$ cat src/rtl/demux_pkg.sv
// Shared select encoding for the 1:4 demultiplexer.
package demux_pkg;

    typedef logic [1:0] sel_t;

    localparam sel_t SEL_O1 = 2'b00;
    localparam sel_t SEL_O2 = 2'b01;
    localparam sel_t SEL_O3 = 2'b10;
    localparam sel_t SEL_O4 = 2'b11;

endpackage

$ cat src/rtl/demux_1to2.sv
// Combinational 1:2 routing stage; the unselected leg is driven to zero.
module demux_1to2 #(
    parameter int WIDTH = 1
) (
    input  logic [WIDTH-1:0] a_in,
    input  logic             sel_in,
    output logic [WIDTH-1:0] y0_out,
    output logic [WIDTH-1:0] y1_out
);

    always_comb begin
        y0_out = '0;
        y1_out = '0;
        if (sel_in) begin
            y1_out = a_in;
        end else begin
            y0_out = a_in;
        end
    end

endmodule

$ cat src/rtl/demux.sv
// Registered 1:4 demultiplexer built from a tree of 1:2 stages.
module demux
    import demux_pkg::*;
#(
    parameter int WIDTH = 1
) (
    input  logic             clk_in,
    input  logic             rst_in,
    input  logic [WIDTH-1:0] a_in,
    input  logic             s0_in,
    input  logic             s1_in,
    output logic [WIDTH-1:0] o1_out,
    output logic [WIDTH-1:0] o2_out,
    output logic [WIDTH-1:0] o3_out,
    output logic [WIDTH-1:0] o4_out,
    output logic             n1_out,
    output logic             n2_out
);

    sel_t sel;
    logic [WIDTH-1:0] lo, hi;
    logic [WIDTH-1:0] r1, r2, r3, r4;
    logic [WIDTH-1:0] o1_d, o2_d, o3_d, o4_d;
    logic [WIDTH-1:0] o1_q, o2_q, o3_q, o4_q;
    logic             n1_d, n2_d, n1_q, n2_q;

    assign sel = {s1_in, s0_in};

    // s1 splits the upper/lower pair, s0 picks within each pair
    demux_1to2 #(.WIDTH(WIDTH)) u_root (
        .a_in  (a_in),
        .sel_in(sel[1]),
        .y0_out(lo),
        .y1_out(hi)
    );

    demux_1to2 #(.WIDTH(WIDTH)) u_leaf_lo (
        .a_in  (lo),
        .sel_in(sel[0]),
        .y0_out(r1),
        .y1_out(r2)
    );

    demux_1to2 #(.WIDTH(WIDTH)) u_leaf_hi (
        .a_in  (hi),
        .sel_in(sel[0]),
        .y0_out(r3),
        .y1_out(r4)
    );

    always_comb begin
        o1_d = r1;
        o2_d = r2;
        o3_d = r3;
        o4_d = r4;
        n1_d = ~sel[0];
        n2_d = ~sel[1];
        if (rst_in) begin
            o1_d = '0;
            o2_d = '0;
            o3_d = '0;
            o4_d = '0;
            n1_d = 1'b1;
            n2_d = 1'b1;
        end
    end

    always_ff @(posedge clk_in) begin
        o1_q <= o1_d;
        o2_q <= o2_d;
        o3_q <= o3_d;
        o4_q <= o4_d;
        n1_q <= n1_d;
        n2_q <= n2_d;
    end

    assign o1_out = o1_q;
    assign o2_out = o2_q;
    assign o3_out = o3_q;
    assign o4_out = o4_q;
    assign n1_out = n1_q;
    assign n2_out = n2_q;

endmodule

$ cat config.mk
export PLATFORM = sky130hd
export DESIGN_NAME = demux
export DESIGN_NICKNAME = d
export VERILOG_FILES = /design/src/rtl/demux_pkg.sv /design/src/rtl/demux_1to2.sv /design/src/rtl/demux.sv
export SDC_FILE = /design/constraint.sdc
export NUM_CORES = 1
export LEC_CHECK = 0
export ABC_AREA = 1
export CORE_AREA = 2 2 39 41
export CTS_CLUSTER_DIAMETER = 150
export DETAILED_ROUTE_END_ITERATION = 8
export DIE_AREA = 0 0 41 43
export GPL_TIMING_DRIVEN = 0
export HOLD_SLACK_MARGIN = 0.06
export PLACE_DENSITY = 0.39
export SETUP_SLACK_MARGIN = 0.1
export SYNTH_ARGS = -nofsm -noshare
export SYNTH_HDL_FRONTEND = slang
export SYNTH_HIERARCHICAL = 1
export SYNTH_SLANG_ARGS = --single-unit
$ cat constraint.sdc
create_clock -name clk_in -period 1 [get_ports clk_in]
set_input_delay 0.1 -clock clk_in [delete_from_list [all_inputs] [get_ports clk_in]]
set_output_delay 0.1 -clock clk_in [all_outputs]
set_load 0.05 [all_outputs]
==> impl_metrics.tcl <==
set metrics [dict create \
    outcome "completed" \
    finalWirelength_um 318 \
    cts_tree "done" \
    end_kind "output pin" \
    post-route-cell-area_um2 337 \
    remaining_drc_errors 0 \
    setup_viol 0 \
    final_nets 49 \
    path_class "flip-flop to output pin" \
    clock-sinks 6 \
    drive_gt1_frac 0.310 \
    grt_overflow 0 \
    clkPwrFrac 0.386 \
    netlist_instances 29 \
    p_per_area_mw_per_mm2 1610 \
    crit_buf_inv 1 \
    drtIter0Drc 0 \
    holdBufCountCts 0 \
    swShare 0.237 \
    grt_antenna_before_repair 0 \
    hp-start "s1_in" \
    area_growth_pct 57.3 \
    worst_pin_slew_ns 0.247 \
    slowest_stage "dfxtp_1" \
    wire_per_inst_um 5.48 \
    grt_pass1_wl_um 462 \
    slew_headroom 0.836 \
    yosysSeqAreaShare 0.561 \
    setup_slack_ns 0.125 \
    holdPathEnd "n2_out" \
    fin_crit_ns 0.875 \
    p_sw_w 0.000128 \
    p_comb_frac 0.152 \
    start_kind "flip-flop" \
    coreArea_mm2 0.00138 \
    dp.final_hpwl_um 270 \
    syn_nets 34 \
    firstDrtPassIters 1 \
    grt_pass1_vias 126 \
    fp.dieW_um 41 \
    p_leak_nw 0.179 \
    avgSynthCellArea_um2 7.38 \
    clockBufferDepth 2 \
    num_rows 14 \
    ys_types 6 \
    fp.dieH_um 43 \
    worstPathCellList "buf_2" \
    via_per_inst 3.10 \
    io_pins 11 \
    final_hold_viol_count 0 \
    syn_area_um2 214 \
    grt_max_degree 6 \
    p_seq_frac 0.462 \
    yosysWarnings 6 \
    die_area_mm2 0.00176 \
    cp_top_family "flip-flops" \
    hold_path.class "input port to flip-flop" \
    cts_root_buf "clkbuf_4" \
    numCtsBuffers 3 \
    path_max_fanout 1 \
    ys_seq_elements 6 \
    track_usage 0.0472 \
    maxCapViolCount 0 \
    pre_cts_ws_ns -0.182 \
    rsz0062_at_grt "no" \
    placed_area_um2 334 \
    initial_core_util 0.155 \
    path_clk_slew_ns 0.04 \
    h-tree-depth 1 \
    slowest_delay_ns 0.29 \
    antenna_cells 0 \
    fmax_ghz 1.14 \
    place.gp.congestion 0.676 \
    p_int_w 0.000413 \
    ant_nets 0 \
    hold_depth 2 \
    cp_data_required_time_ns 0.90 \
    drv_slew 0 \
    timing.final.crit_share 0.875 \
    ir_worst_vdd_mv 0.397 \
    vias 180 \
    io_buffer_count 10 \
    cp.arrival_ns 0.78 \
]
[cells in the final DEF, fill, tap and decap left out, drive strengths merged]
cell | netlist | routed
nor2 | 7 | 7
clkbuf | 0 | 7
dfxtp | 6 | 6
clkdlybuf4s50 | 0 | 4
buf | 0 | 2
inv | 11 | 11
nand2 | 5 | 5
[Yosys cell counts]
master,number,share of area
dfxtp_1,6,0.56
inv_1,10,0.18
inv_2,1,0.018
nand2_1,5,0.088
nor2_1,4,0.070
nor2_2,3,0.088
[how the worst max path moves through the flow]
stage	from	to	cells after the start
after detailed placement	n1_out	n1_out	1
final	o1_out	o1_out	1
after floorplan	n1_out	n1_out	0
after CTS	n1_out	n1_out	1
after global placement	n2_out	n2_out	1
after global routing	o1_out	o1_out	1
[registers in the layout, indices dropped and copies added, names as in the netlist]
name / flops
o2_out: 1
o3_out: 1
o4_out: 1
o1_out: 1
n2_out: 1
n1_out: 1
[power by group through the flow]
stage               combinational (W)  clock, W  sequential, W
floorplan                   0.0000171         0       0.000286
global placement            0.0000884         0       0.000255
detailed placement          0.0000883         0       0.000255
CTS                         0.0000806  0.000219       0.000250
global route                0.0000901  0.000228       0.000251
finish                      0.0000822  0.000209       0.000251
[timing repair]
item | in CTS | in global routing
resized for setup | 30 | 4
endpoints found under the setup margin | 6 | 4
buffers inserted | 0 | 0
[stage by stage]
| step | util | setup TNS (ns) | hold slack [ns] | cells | power, W |
|---|---|---|---|---|---|
| after floorplan | - | 0 | 0.169 | 29 | 0.000303 |
| after global placement | 0.241 | -1.11 | 0.673 | 55 | 0.000343 |
| after detailed placement | 0.241 | -1.12 | 0.676 | 55 | 0.000343 |
| after CTS | 0.236 | 0 | 0.430 | 58 | 0.000550 |
| after global routing | 0.243 | 0 | 0.459 | 58 | 0.000569 |
| final | 0.243 | 0 | 0.434 | 58 | 0.000542 |
[kinds of logic (layout without fill, tap and decap cells)]
family / count (synthesis) / count (layout) / share of synthesized area
DFF: 6 / 6 / 0.561
buffers and inverters: 11 / 24 / 0.193
and+or+nand+nor: 12 / 12 / 0.246
[cell type report]
type	instances	area [um^2]
Clock buffer	3	22.5
Fill cell	164	1050
Inverter	11	41.3
Multi-Input combinational cell	12	52.6
Sequential cell	6	120
Tap cell	16	20.0
Timing Repair Buffer	10	80.1
[metal layers]
layer,part of all wire,vias up,global-route usage
met4,0.044,0,0.100
met2,0.39,9,0.0406
met1,0.47,67,0.0514
met3,0.097,2,0.0157
li1,-,102,-
met5,0,-,0
No activity file was read; power rests on OpenSTA's default activity.
